[src/rtl/systolic_result_streamer.sv]
// systolic_result_streamer
// Captures the nine result words of the 3x3 systolic multiplier on the rising
// edge of its done flag. It then streams them out one word per valid/ready
// handshake and marks the ninth word of each frame with out_last.
// Completed frames are counted. A result edge that arrives while a frame is
// still in flight is dropped, and drop_err records that it happened.
module systolic_result_streamer #(
  parameter int DATA_W    = 16,
  parameter bit COL_MAJOR = 1'b0
) (
  input  logic              clk,
  input  logic              rst,
  input  logic              done,
  input  logic [DATA_W-1:0] c00,
  input  logic [DATA_W-1:0] c01,
  input  logic [DATA_W-1:0] c02,
  input  logic [DATA_W-1:0] c10,
  input  logic [DATA_W-1:0] c11,
  input  logic [DATA_W-1:0] c12,
  input  logic [DATA_W-1:0] c20,
  input  logic [DATA_W-1:0] c21,
  input  logic [DATA_W-1:0] c22,
  output logic [DATA_W-1:0] out_data,
  output logic [3:0]        out_index,
  output logic              out_valid,
  input  logic              out_ready,
  output logic              out_last,
  output logic              busy,
  output logic              drop_err,
  output logic [7:0]        frame_cnt
);

  typedef enum logic {
    IDLE,
    STREAM
  } state_t;

  state_t            state;
  logic              done_q;
  logic [3:0]        ptr;
  logic [3:0]        ptr_nxt;
  logic [DATA_W-1:0] cin     [9];
  logic [DATA_W-1:0] res_buf [9];
  logic              ev;
  logic              fire;
  logic              final_fire;
  logic              load;

  // Maps the emission slot (0..8) to the row-major matrix position r*3+c.
  function automatic logic [3:0] pos_of(input logic [3:0] p);
    logic [3:0] pos;
    if (!COL_MAJOR) begin
      pos = p;
    end else begin
      case (p)
        4'd0:    pos = 4'd0;
        4'd1:    pos = 4'd3;
        4'd2:    pos = 4'd6;
        4'd3:    pos = 4'd1;
        4'd4:    pos = 4'd4;
        4'd5:    pos = 4'd7;
        4'd6:    pos = 4'd2;
        4'd7:    pos = 4'd5;
        4'd8:    pos = 4'd8;
        default: pos = 4'd0;
      endcase
    end
    return pos;
  endfunction

  // Gathers the result ports into a row-major array, and derives the edge, handshake and load strobes.
  always_comb begin
    cin[0]     = c00;
    cin[1]     = c01;
    cin[2]     = c02;
    cin[3]     = c10;
    cin[4]     = c11;
    cin[5]     = c12;
    cin[6]     = c20;
    cin[7]     = c21;
    cin[8]     = c22;
    ev         = done & ~done_q;
    fire       = out_valid & out_ready;
    final_fire = fire & (ptr == 4'd8);
    load       = ev & ((state == IDLE) | final_fire);
    ptr_nxt    = ptr + 4'd1;
  end

  // The snapshot buffer changes only when a new frame is accepted, so it is frozen while a frame streams out.
  always_ff @(posedge clk) begin
    if (load) begin
      for (int i = 0; i < 9; i++) begin
        res_buf[i] <= cin[i];
      end
    end
  end

  // Main controller: edge detection, frame sequencing, registered stream outputs and status.
  always_ff @(posedge clk) begin
    if (rst) begin
      state     <= IDLE;
      done_q    <= 1'b1;
      ptr       <= 4'd0;
      out_valid <= 1'b0;
      out_last  <= 1'b0;
      out_index <= 4'd0;
      out_data  <= '0;
      busy      <= 1'b0;
      drop_err  <= 1'b0;
      frame_cnt <= 8'd0;
    end else begin
      done_q <= done;
      unique case (state)
        IDLE: begin
          if (ev) begin
            state     <= STREAM;
            ptr       <= 4'd0;
            out_valid <= 1'b1;
            busy      <= 1'b1;
            out_last  <= 1'b0;
            out_index <= pos_of(4'd0);
            out_data  <= cin[pos_of(4'd0)];
          end
        end
        STREAM: begin
          if (ev && !final_fire) begin
            drop_err <= 1'b1;
          end
          if (final_fire) begin
            frame_cnt <= frame_cnt + 8'd1;
            if (ev) begin
              ptr       <= 4'd0;
              out_last  <= 1'b0;
              out_index <= pos_of(4'd0);
              out_data  <= cin[pos_of(4'd0)];
            end else begin
              state     <= IDLE;
              out_valid <= 1'b0;
              busy      <= 1'b0;
              out_last  <= 1'b0;
            end
          end else if (fire) begin
            ptr       <= ptr_nxt;
            out_last  <= (ptr_nxt == 4'd8);
            out_index <= pos_of(ptr_nxt);
            out_data  <= res_buf[pos_of(ptr_nxt)];
          end
        end
        default: begin
          state     <= IDLE;
          out_valid <= 1'b0;
          busy      <= 1'b0;
          out_last  <= 1'b0;
        end
      endcase
    end
  end

endmodule

[config.mk]
export PLATFORM = sky130hd
export DESIGN_NAME = systolic_result_streamer
export DESIGN_NICKNAME = d
export VERILOG_FILES = /design/src/rtl/systolic_result_streamer.sv
export SDC_FILE = /design/constraint.sdc
export NUM_CORES = 1
export LEC_CHECK = 0
export CAP_MARGIN = 40
export CELL_PAD_IN_SITES_DETAIL_PLACEMENT = 1
export CELL_PAD_IN_SITES_GLOBAL_PLACEMENT = 1
export CORE_AREA = 2 2 184 114
export DETAILED_ROUTE_END_ITERATION = 6
export DIE_AREA = 0 0 186 116
export PLACE_DENSITY_LB_ADDON = 0.1
export SLEW_MARGIN = 10
export SYNTH_ARGS = -nofsm -noshare
export SYNTH_HDL_FRONTEND = slang
export SYNTH_SLANG_ARGS = --single-unit
[constraint.sdc]
create_clock -name clk -period 4.55 [get_ports clk]
set_input_delay 0.91 -clock clk [delete_from_list [all_inputs] [get_ports clk]]
set_output_delay 0.91 -clock clk [all_outputs]
set_load 0.005 [all_outputs]
==> run summary, run 1 <==
Area growth syn-to-layout -> 38.4%
Peak VDD IR -> 255 uV
worst skew pair latency -> 0.43 ns
# IOs -> 180
global-route wire length before repair -> 28800 um
worst r2r src -> ptr[0]
Clk pwr share -> 40.2%
HP Class -> reg2reg
footprint of the multi-input gates -> 2040 um2
Final period util -> 63.3%
layout cells sized above 1 -> 13.0%
minimum clock period -> 2.88 ns
# port buffers -> 179
Syn Area/Cell -> 17.1 um2
Main synth FF type -> edfxtp_1
row count -> 40
gpl congestion -> 0.747
Max-slew headroom -> 45.9%
Worst Max-Slew Pin Slew -> 0.804 ns
CP endpoint -> res_buf[6][4]
CTS tree -> built
CTS resizes -> 0
via count -> 4550
initial antenna violation count -> 2
total grt overflow -> 0
Final setup viols -> 0
Post-synth ARST share -> 0%
CTS buffer count -> 17
crit path launch type -> register
Max Slew Vio Count -> 0
hpwl dp -> 13400 um
synthesized flop and latch total -> 181
Post-Route WL -> 18900 um
Critical Path AT -> 2.99 ns
metal2 WL -> 8080 um
Syn Inst Count -> 424
fin worst setup slack -> 1.67 ns
logic gate share of total power -> 7.5%
DRT iter0 DRCs -> 244
M1 WL -> 9320 um
Seq/Total Area, Yosys -> 70.0%
Power per Cell Area -> 355 nW/um2
CTS Sinks -> 181
Hold-fix buffers, CTS -> 0
DRT Pass-1 Iters -> 4
DRC Markers -> 0
main area contributors after synthesis -> edfxtp_1 (60%), dfxtp_1 (10%), mux4_2 (6.9%)
per-cell routed wire length -> 21.0 um
number of global-route vias before repair -> 4870
share of the synthesized area in the top cell type -> 59.8%
largest net degree at the start of global routing -> 40
WS Path Type -> reg2reg
hold_sp -> out_index[1]
Worst Reg-to-Reg Cells -> 6
Warnings, synthesis -> 0
antenna-violating nets left -> 0
Int Power -> 2.82 mW
met3 wire len -> 1220 um
Die Y -> 116 um
clk slew on worst S/H paths -> 0.07 ns
setup_tns -> 0 ns
# fillers -> 1898
clk buf depth -> 2
final net count -> 765
worst reg-to-reg setup slack -> 1.67 ns
clock root buffer -> clkbuf_16
Switch Pwr -> 0.742 mW
DIE WIDTH -> 186 um
Max H-tree Level -> 4
Leak -> 3.32 nW
Overall Global Routing Usage -> 18.6%
unrepaired setup endpoints after global routing -> false
Cell variety after synth -> 50
Place WS -> 1.30 ns
most frequent cells in the layout -> clkdlybuf4s50_1 (179), edfxtp_1 (144), dfxtp_1 (36)
Initial Utilization -> 36.6%
crit path launch -> ptr[0]
Vias per Instance -> 5.06
Setup Skew -> 0.0109 ns
Final Hold Vio Count -> 0
FF/Latch Area -> 5070 um2
max-cap viol count -> 0
Cell Area, Synth -> 7230 um2
leading cell type in the layout, fill and taps excluded -> clkdlybuf4s50_1
Worst setup EP type -> register
share of power burned in registers -> 52.3%
EDFF count, synth -> 144
fmax -> 347 MHz
worst path required time -> 4.66 ns
outcome -> complete, no violations
Core Area -> 19800 um2
highest routed layer -> met5
switch share -> 20.8%
leading area contributor after synthesis -> edfxtp_1
worst reg2reg path endpoint -> res_buf[6][4]
crit path max fanout -> 24
Die ar. -> 21600 um2
Post-CTS Setup Bufs -> 0
Post-Syn Nets -> 576
## how the worst min path moves through the flow
| stage | to | cells after the start |
|---|---|---|
| after floorplan | out_index[1] | 2 |
| after global placement | out_index[1] | 2 |
| after detailed placement | out_index[1] | 2 |
| after CTS | out_index[1] | 2 |
| after global routing | out_index[1] | 2 |
| final | out_index[1] | 2 |
## synthesized netlist by cell type, types with 7 or more instances
| master | number |
|---|---|
| dfxtp_1 | 37 |
| mux2_2 | 8 |
| and3_1 | 10 |
| clkbuf_1 | 10 |
| a211oi_1 | 17 |
| nor2_1 | 21 |
| a21oi_1 | 12 |
| mux4_2 | 22 |
| xnor2_1 | 7 |
| mux4_1 | 10 |
| nand2_1 | 14 |
| edfxtp_1 | 144 |
| mux2i_1 | 13 |
| nand3_1 | 10 |
## cells by family after synthesis
| kind of cell | share of synthesized area (%) |
|---|---|
| adder cells (fa/ha/maj) | 0.692 |
| AND/OR/NAND/NOR | 5.61 |
| buffers and inverters | 2.02 |
| AO/OA/AOI/OAI | 6.80 |
| XOR/XNOR | 1.32 |
| flip-flops | 70.0 |
| multiplexers | 13.5 |
## state kept, by name, summed over array words and instances, names as in the netlist
register   cells
res_buf      144
out_data      16
frame_cnt      8
out_index      4
ptr            4
busy           1
done_q         1
drop_err       1
out_last       1
state          1
## worst max-delay path: stages, from the launching register on
cell	delay (ns)
dfxtp_2	0.32
inv_2	0.25
ha_2	0.25
nand3b_1	0.39
o31a_1	0.56
clkinvlp_4	0.39
buf_4	0.38
## stage by stage
stage | total power, mW | utilization (%) | cell area, um2 | instances | hold slack, ns
2_1_floorplan | 1.97 | - | 7240 | 424 | 0.453
5_1_grt | 3.68 | 50.6 | 10000 | 898 | 0.491
3_3_place_gp | 2.15 | 47.4 | 9380 | 863 | 0.460
6_report | 3.56 | 50.6 | 10000 | 899 | 0.463
3_5_place_dp | 2.17 | 47.8 | 9440 | 867 | 0.460
4_1_cts | 3.60 | 50.6 | 10000 | 898 | 0.468
## layout make-up
cell class | instances | share of cell area [%]
Sequential cell | 181 | 50.6
Multi-Input combinational cell | 214 | 20.4
Timing Repair Buffer | 192 | 19.6
Clock buffer | 19 | 4.33
Tap cell | 273 | 3.41
Clock inverter | 12 | 1.30
Inverter | 7 | 0.300
Antenna cell | 1 | 0.0250
## power by group through the flow
stage / clock network [mW] / registers (mW) / logic, mW
after floorplan: 0 / 1.89 / 0.0739
after global placement: 0 / 1.89 / 0.261
after detailed placement: 0 / 1.90 / 0.269
after CTS: 1.47 / 1.86 / 0.271
after global routing: 1.53 / 1.86 / 0.287
final: 1.43 / 1.86 / 0.267
## routing by layer
| layer | track usage (%) | up-vias |
|---|---|---|
| li1 | - | 2098 |
| met1 | 26.5 | 2288 |
| met2 | 26.9 | 140 |
| met3 | 6.29 | 20 |
| met4 | 5.62 | 4 |
| met5 | 0 | - |
(Power assumes the default switching activity.)
==> inputs of run 2 (changes only) <==
==> constraint.sdc (replaced) <==
create_clock -name clk -period 2.4 [get_ports clk]
set_input_delay 0.48 -clock clk [delete_from_list [all_inputs] [get_ports clk]]
set_output_delay 0.48 -clock clk [all_outputs]
set_load 0.005 [all_outputs]
==> run 2 against run 1 <==
  * Maximum frequency is 30% higher
  * Largest power group unchanged
  * Critical path type unchanged
  * Clock power is 83% higher
  * Via count is 0.81% higher
  * Clock skew is 0.00092 ns higher
  * Sequential share of layout area is 0.66 points lower
  * Die area stayed put
==> run summary, run 2 (synthesis gave the netlist of run 1 again) <==
Worst path max stage delay -> 0.61 ns (+0.05 ns)
Setup Skew -> 0.0118 ns (+0.000921 ns)
metal2 WL -> 8460 um (+4.7%)
worst skew pair latency -> 0.43 ns (about the same)
final cell count without fillers -> 918 (+2.1%)
CTS tree -> built
max-cap viol count -> 0 (unchanged)
M1 WL -> 8990 um (-3.6%)
CTS buffer count -> 17 (unchanged)
Leak -> 3.41 nW (+2.6%)
met3 wire len -> 1370 um (+12%)
crit path max fanout -> 33 (+38%)
Max H-tree Level -> 4 (unchanged)
Worst Max-Slew Pin Slew -> 0.572 ns (-0.232 ns)
# IOs -> 180 (unchanged)
highest routed layer -> met4
FF/Latch Area -> 5070 um2 (about the same)
hold_sp -> out_index[1]
WS Path Type -> reg2reg
DRC Markers -> 0 (unchanged)
footprint of the multi-input gates -> 2060 um2 (+0.86%)
total grt overflow -> 0 (unchanged)
Clk pwr share -> 39.3% (-0.9 points)
Critical-path top delay cell -> mux4_1
Die ar. -> 21600 um2 (unchanged)
post-placement cell area -> 9600 um2 (+1.7%)
logic gate share of total power -> 7.7% (+0.2 points)
Max Slew Vio Count -> 0 (unchanged)
minimum clock period -> 2.21 ns (-0.668 ns)
worst reg2reg path endpoint -> out_data[3]
Max-slew headroom -> 61.7% (+16 points)
most flop-heavy register -> res_buf
# port buffers -> 179 (unchanged)
Worst Reg-to-Reg Cells -> 6 (unchanged)
number of global-route vias before repair -> 4969 (+2.0%)
layout cells sized above 1 -> 15.5% (+2.6 points)
largest net degree at the start of global routing -> 47 (+18%)
Crit path depth -> 6 (unchanged)
Post-CTS Setup Bufs -> 0 (unchanged)
worst path cell trace -> inv_1, ha_4, buf_12, mux4_1, mux2i_1, a211oi_1
clk slew on worst S/H paths -> 0.07 ns (about the same)
via count -> 4587 (+0.81%)
max reg flops -> 144 (unchanged)
Layout Utilization -> 51.3% (+0.70 points)
initial antenna violation count -> 1 (-1)
gpl congestion -> 0.746 (-0.11%)
Final period util -> 92.1% (+29 points)
final net count -> 783 (+2.4%)
Vias per Instance -> 5.00 (-1.3%)
CTS Sinks -> 181 (unchanged)
unrepaired setup endpoints after global routing -> false
Initial Utilization -> 36.6% (unchanged)
worst path required time -> 2.71 ns (-1.95 ns)
per-cell routed wire length -> 20.6 um (-1.7%)
antenna-violating nets left -> 0 (unchanged)
clock root buffer -> clkbuf_16
# fillers -> 1904 (+0.32%)
CTS resizes -> 0 (unchanged)
worst reg-to-reg setup slack -> 0.19 ns (-1.48 ns)
Peak VDD IR -> 531 uV (+110%)
crit path launch type -> register
fmax -> 452 MHz (+30%)
Final setup viols -> 0 (unchanged)
Post-Route WL -> 18900 um (+0.42%)
Hold-fix buffers, CTS -> 0 (unchanged)
Worst Hold Depth -> 2 (unchanged)
Core Area -> 19800 um2 (unchanged)
DIE WIDTH -> 186 um (unchanged)
Largest regs -> res_buf: 144 flops, out_data: 16 flops, frame_cnt: 8 flops
Int Power -> 5.25 mW (+87%)
share of power burned in registers -> 52.9% (+0.6 points)
Placed Cells incl. Taps -> 885 (+2.1%)
Power per Cell Area -> 656 nW/um2 (+85%)
hpwl dp -> 13800 um (+3.6%)
worst r2r src -> ptr[1]
Switch Pwr -> 1.41 mW (+90%)
clk buf depth -> 2 (unchanged)
Worst setup EP type -> register
row count -> 40 (unchanged)
cell family with most CP delay -> multiplexers
Area growth syn-to-layout -> 40.3%
most frequent cells in the layout -> clkdlybuf4s50_1 (179), edfxtp_1 (144), dfxtp_1 (36)
DRT Pass-1 Iters -> 4 (unchanged)
Final Instance Area -> 10100 um2 (+1.4%)
Die Y -> 116 um (unchanged)
DRT iter0 DRCs -> 226 (-7.4%)
Hold Path End -> out_index[1]
Final Hold Vio Count -> 0 (unchanged)
switch share -> 21.1% (+0.27 points)
global-route wire length before repair -> 29100 um (+0.91%)
leading cell type in the layout, fill and taps excluded -> clkdlybuf4s50_1
outcome -> complete, no violations
Critical Path AT -> 2.53 ns (-0.46 ns)
Overall Global Routing Usage -> 18.7% (+0.070 points)
HP Class -> reg2reg
CP bufs+invs -> 2 (-1)
==> run 2: per-stage QoR <==
step / worst slack (ns) / hold slack (ns) / power, mW / setup TNS, ns
2_1_floorplan: -1.44 / 0.453 / 3.73 / -206.91
3_3_place_gp: 0.0529 / 0.458 / 4.10 / 0
3_5_place_dp: -0.0341 / 0.461 / 4.12 / -0.939
4_1_cts: 0.123 / 0.474 / 6.75 / 0
5_1_grt: 0.0370 / 0.484 / 6.91 / 0
6_report: 0.189 / 0.468 / 6.66 / 0
==> run 2: power groups by stage <==
stage	logic, mW	registers [mW]	clock network [mW]
floorplan	0.141	3.59	0
global placement	0.509	3.59	0
detailed placement	0.521	3.59	0
CTS	0.525	3.53	2.70
global route	0.556	3.53	2.82
finish	0.516	3.53	2.62
==> run 2: worst min-delay path, cell delays in order, from the launching register on <==
cell,delay (ns)
dfxtp_1,0.31
nand2_1,0.05
a21oi_1,0.06
==> run 2: cell type report <==
| class | instances | area share (%) |
|---|---|---|
| Sequential cell | 181 | 50.0 |
| Clock buffer | 21 | 4.34 |
| Antenna cell | 1 | 0.0247 |
| Clock inverter | 11 | 1.02 |
| Timing Repair Buffer | 210 | 20.6 |
| Inverter | 7 | 0.419 |
| Multi-Input combinational cell | 214 | 20.3 |
| Tap cell | 273 | 3.37 |
==> run 2: how the worst max path moves through the flow <==
stage | startpoint | to | slack [ns]
2_1_floorplan | ptr[0] | res_buf[0][0] | -1.44
3_3_place_gp | done | res_buf[5][11] | 0.05
3_5_place_dp | done | out_data[1] | -0.03
4_1_cts | ptr[1] | out_data[3] | 0.12
5_1_grt | ptr[1] | out_data[3] | 0.04
6_report | ptr[1] | out_data[3] | 0.19
==> run 2: metal layers <==
layer	up-vias	track usage, %
met4	0	4.78
met1	2298	26.3
met5	-	0
met3	10	6.41
met2	143	27.7
li1	2136	-
==> inputs of run 3 (changes only) <==
--- a/config.mk
+++ b/config.mk
@@ -5,6 +5,7 @@
 export SDC_FILE = /design/constraint.sdc
 export NUM_CORES = 1
 export LEC_CHECK = 0
+export ABC_CLOCK_PERIOD_IN_PS = 2400
 export CAP_MARGIN = 40
 export CELL_PAD_IN_SITES_DETAIL_PLACEMENT = 1
 export CELL_PAD_IN_SITES_GLOBAL_PLACEMENT = 1
==> results of run 3 <==
The final DEF is identical to that of run 2; final timing and power are the same.
